[config.mk]
export PLATFORM = sky130hd
export DESIGN_NAME = shift_arbiter
export DESIGN_NICKNAME = d
export VERILOG_FILES = /design/src/rtl/shift_arb_pkg.sv /design/src/rtl/rr_arb2.sv /design/src/rtl/shift_arbiter.sv
export SDC_FILE = /design/constraint.sdc
export NUM_CORES = 1
export LEC_CHECK = 0
export ABC_AREA = 1
export CAP_MARGIN = 20
export CORE_MARGIN = 2
export CORE_UTILIZATION = 40
export DETAILED_ROUTE_END_ITERATION = 12
export GPL_ROUTABILITY_DRIVEN = 0
export PLACE_DENSITY = 0.8
export SYNTH_ARGS = -nofsm -noshare
export SYNTH_HDL_FRONTEND = slang
export SYNTH_HIERARCHICAL = 1
export SYNTH_SLANG_ARGS = --single-unit
[constraint.sdc]
create_clock -name clk -period 5.1 [get_ports clk]
set_clock_uncertainty 0.05 [all_clocks]
set_input_delay 1.02 -clock clk [delete_from_list [all_inputs] [get_ports clk]]
set_output_delay 1.02 -clock clk [all_outputs]
set_load 0.1 [all_outputs]
[src/rtl/shift_arb_pkg.sv]
// rtl/shift_arb_pkg.sv - shared constants for the shift_arbiter slice
package shift_arb_pkg;

  typedef logic state_t;

  localparam state_t ST_IDLE  = 1'b0;
  localparam state_t ST_SHIFT = 1'b1;

  localparam int IDW     = 1;
  localparam int DW_DEF  = 32;
  localparam int SAW_DEF = 5;

endpackage

[src/rtl/rr_arb2.sv]
// rtl/rr_arb2.sv - 2-way round-robin arbiter owning the last-grant pointer
module rr_arb2 (
  input  logic       clk,
  input  logic       rst,
  input  logic [1:0] eligible,
  input  logic       accept,
  output logic [1:0] grant
);

  // last = 1 means requester 1 was granted last, so requester 0 wins a tie
  logic last;

  always_comb begin
    grant = 2'b00;
    case (eligible)
      2'b01:   grant = 2'b01;
      2'b10:   grant = 2'b10;
      2'b11:   grant = last ? 2'b01 : 2'b10;
      default: grant = 2'b00;
    endcase
  end

  always_ff @(posedge clk or posedge rst) begin
    if (rst)
      last <= 1'b1;
    else if (accept)
      last <= grant[1];
  end

endmodule

[src/rtl/shift_arbiter.sv]
// rtl/shift_arbiter.sv - round-robin sharing of one external barrel shifter by two requesters
// Optional grant/conflict counters: SHIFT_ARB_STATS_EN
module shift_arbiter
  import shift_arb_pkg::*;
#(
  parameter int DW  = DW_DEF,
  parameter int SAW = SAW_DEF
) (
  input  logic           clk,
  input  logic           rst,
  input  logic [1:0]     req_valid,
  output logic [1:0]     req_ready,
  input  logic [DW-1:0]  req0_d,
  input  logic [DW-1:0]  req1_d,
  input  logic [SAW-1:0] req0_sa,
  input  logic [SAW-1:0] req1_sa,
  input  logic           req0_right,
  input  logic           req1_right,
  input  logic           req0_arith,
  input  logic           req1_arith,
  output logic [DW-1:0]  sh_d,
  output logic [SAW-1:0] sh_sa,
  output logic           sh_right,
  output logic           sh_arith,
  input  logic [DW-1:0]  sh_result,
  output logic [1:0]     rsp_valid,
  input  logic [1:0]     rsp_ready,
  output logic [DW-1:0]  rsp0_data,
  output logic [DW-1:0]  rsp1_data
`ifdef SHIFT_ARB_STATS_EN
  ,
  output logic [31:0]    stat_grant0,
  output logic [31:0]    stat_grant1,
  output logic [31:0]    stat_conflict
`endif
);

  state_t           state, state_nx;
  logic [IDW-1:0]   inflight_id;
  logic [1:0]       busy;
  logic [1:0]       room;
  logic [1:0]       eligible;
  logic [1:0]       grant;
  logic             accept;
  logic             cap0, cap1;

  // a requester with an op already in the shifter waits until it drains
  assign room     = ~rsp_valid | rsp_ready;
  assign eligible = req_valid & room & ~busy;

  rr_arb2 u_rr_arb2 (
    .clk      (clk),
    .rst      (rst),
    .eligible (eligible),
    .accept   (accept),
    .grant    (grant)
  );

  assign req_ready = grant;
  assign accept    = |grant;

  always_ff @(posedge clk or posedge rst) begin
    if (rst)
      state <= ST_IDLE;
    else
      state <= state_nx;
  end

  always_comb begin
    state_nx = accept ? ST_SHIFT : ST_IDLE;
  end

  always_comb begin
    busy = 2'b00;
    if (state == ST_SHIFT)
      busy[inflight_id] = 1'b1;
  end

  always_ff @(posedge clk or posedge rst) begin
    if (rst) begin
      sh_d        <= '0;
      sh_sa       <= '0;
      sh_right    <= 1'b0;
      sh_arith    <= 1'b0;
      inflight_id <= '0;
    end else if (accept) begin
      sh_d        <= grant[1] ? req1_d     : req0_d;
      sh_sa       <= grant[1] ? req1_sa    : req0_sa;
      sh_right    <= grant[1] ? req1_right : req0_right;
      sh_arith    <= grant[1] ? req1_arith : req0_arith;
      inflight_id <= grant[1];
    end
  end

  assign cap0 = (state == ST_SHIFT) && (inflight_id == 1'b0);
  assign cap1 = (state == ST_SHIFT) && (inflight_id == 1'b1);

  // capture beats consume when both happen on the same buffer
  always_ff @(posedge clk or posedge rst) begin
    if (rst) begin
      rsp_valid <= 2'b00;
      rsp0_data <= '0;
      rsp1_data <= '0;
    end else begin
      rsp_valid[0] <= cap0 | (rsp_valid[0] & ~rsp_ready[0]);
      rsp_valid[1] <= cap1 | (rsp_valid[1] & ~rsp_ready[1]);
      if (cap0)
        rsp0_data <= sh_result;
      if (cap1)
        rsp1_data <= sh_result;
    end
  end

`ifdef SHIFT_ARB_STATS_EN
  // a conflict is both requesters asking with buffer room, whoever is in flight
  logic conflict;
  assign conflict = &(req_valid & room);

  always_ff @(posedge clk or posedge rst) begin
    if (rst) begin
      stat_grant0   <= '0;
      stat_grant1   <= '0;
      stat_conflict <= '0;
    end else begin
      if (grant[0])
        stat_grant0 <= stat_grant0 + 32'd1;
      if (grant[1])
        stat_grant1 <= stat_grant1 + 32'd1;
      if (conflict)
        stat_conflict <= stat_conflict + 32'd1;
    end
  end
`endif

endmodule
==> metrics <==
min Tclk post-route 4.03 ns; Slowest cell on crit path dfrtp_1; Area growth syn-to-layout 55.3%; max cap viols 0; final hold vios 0; FF-to-FF Start state$_DFF_PP0_; Max clock buf depth 2; Num CTS Buffers 9; top-level port count 223; Die H 110 um; fillers 910; DR pass1 iterations 4; Ant. Diodes 0; flop-to-flop setup slack 1.89 ns; post-synthesis cell count 519; post-CTS sizing 0; die area 0.0120 mm^2; CP bufs+invs 3; # H-tree levels 3; vias per cell 4.99; worst skew pair latency 0.36 ns; Crit path max-delay family buffers and inverters; post-cts hold buffer count 0; f_max 0.248 GHz; total core area 0.0109 mm^2; Tot GR Track Use 22.1%; drt drc 0; fin area 0.00695 mm^2; first-pass GRT wire length 20.8 mm; kind of start point of the critical path register; end of the worst hold path sh_d[15]$_DFFE_PP0P_; DP HPWL 9.53 mm; CTS tree yes; WL/cell 15.0 um; Setup Fix Bufs, Post-CTS 0; die width 110 um; type of the worst setup path reg2out; Period Utilization, post-route 79.0%; Hold Path Class reg2reg; Mapped Area 0.00447 mm^2; Ys Warns 6; CTS root buf clkbuf_8; IO Port Bufs 222; Clock transition at path regs 0.10 ns; post-route ant nets 0; Pins Over Slew Limit 0; clk sinks 108; DRT iter0 DRCs 188; most used cell, CP buf_4; synthesized net count 635; initial antenna violation count 0; final setup violation count 0; worst r2r dst sh_d[16]$_DFFE_PP0P_; Critical Path AT 2.96 ns; Starting Density 41.1%; CP endpoint kind output port; async set or reset register ratio after synthesis 100%; critical-path cell list buf_4 > nand2_2 > nand2_1 > nor2_1 > a21boi_4 > buf_4 > buf_4; status finished clean; Sum Neg Setup Slack 0 ns; unrepaired setup endpoints after global routing false; placed inst area 0.00674 mm^2; post-synthesis register bit count 108; Critical Path RT 4.03 ns; DRT Wirelength 13.1 mm; hold path startpoint sh_d[15]$_DFFE_PP0P_; Final #Nets 840; via count 4,339; Slew HR 31.1%; Worst Reg-to-Reg Cells 10; Hold Crit Depth 2; share of layout cells above drive strength 1 4.80%; Slew @ Worst Pin 1.03 ns; overall overflow remaining after global route 0; register area share after synthesis 60.4%; largest net degree at the start of global routing 73; crit-path max cell delay 0.51 ns; num rows 38; Synth cell types 16; Top FF cell, synth dfrtp_1; worst-path maximum fanout 42; Mean Syn Cell Area 8.62 um^2; Post-synth EDFFs 0; vias in the first global route 4,259
cell type report:
class                   count  area [um^2]  share of cell area [%]
well taps                 140          175                    2.52
multi-input cells         366         1550                    22.3
clock buffers               9          124                    1.78
repair buffers            228         2270                    32.7
clock inverters             7         81.3                    1.17
flip-flops and latches    108         2700                    38.9
inverters                  11         43.8                   0.630
registers in the layout (all words and copies together) (netlist names):
name and flops:
u_rr_arb2/last 1, rsp_valid 2, rsp0_data 32, sh_arith 1
inflight_id 1, sh_d 32, sh_sa 5, rsp1_data 32
state 1, sh_right 1
layer usage:
metal	share of wire, %	track usage [%]
met3	9.6	6.46
met1	41	27.9
met4	2.1	8.14
met2	48	36.2
met5	0	0
Yosys cell counts, types with 2 or more instances:
master	n	share of area, %
inv_1	7	0.59
nand2_1	246	21
buf_2	23	2.6
nand2_2	2	0.28
dfrtp_1	107	60
nand3_1	111	12
buf_4	10	1.7
inv_2	4	0.34
nor2_1	2	0.17
worst max path at each step:
stage                         start                      end  slack, ns  cells past startpoint
floorplan                       rst  inflight_id$_DFFE_PP0P_       1.21                      1
finish              state$_DFF_PP0_             req_ready[0]       1.07                      7
global route        state$_DFF_PP0_             req_ready[0]       0.85                      7
detailed placement     rsp_ready[1]             req_ready[1]       1.26                      8
global placement       rsp_ready[1]             req_ready[1]       1.26                      8
CTS                 state$_DFF_PP0_             req_ready[0]       1.04                      7
stage by stage:
step / setup slack, ns / utilization (%) / std cells / hold WS [ns]
floorplan: 1.21 / - / 519 / 0.403
global placement: 1.26 / 61.9 / 853 / 0.409
detailed placement: 1.26 / 61.9 / 853 / 0.410
CTS: 1.04 / 63.8 / 869 / 0.436
global route: 0.848 / 63.8 / 869 / 0.454
finish: 1.07 / 63.8 / 869 / 0.436
logic make-up after synthesis:
| logic type | after synthesis | share of synthesized area [%] |
|---|---|---|
| buffers and inverters | 45 | 5.26 |
| and+or+nand+nor | 364 | 34.0 |
| DFF | 108 | 60.4 |
| AOI/OAI and AO/OA | 2 | 0.280 |
cells in the final DEF, fill, tap and decap left out:
master and instances:
nand2_1 246, clkdlybuf4s50_1 220, nand3_1 111, dfrtp_1 107
clkbuf_8 9, buf_4 7, inv_1 6, inv_2 4
nand2_2 2, nor2_1 2, inv_6 2, clkinv_4 2
nor2_4 1, nor2_2 1, inv_4 1, o21ai_1 1
clkinv_2 1, bufinv_16 1, inv_8 1, buf_12 1
and2_1 1, a21boi_4 1, dfstp_2 1
worst reg2reg max path, delay by kind of cell (launching register included):
kind	cells	cell delay (ns)
and+or+nand+nor	7	1.56
buffers and inverters	3	1.03
DFF	1	0.51
Power is left out: the tool's default activity adds up to more than one toggle a clock period on the data nets, which glitch-free logic cannot reach.
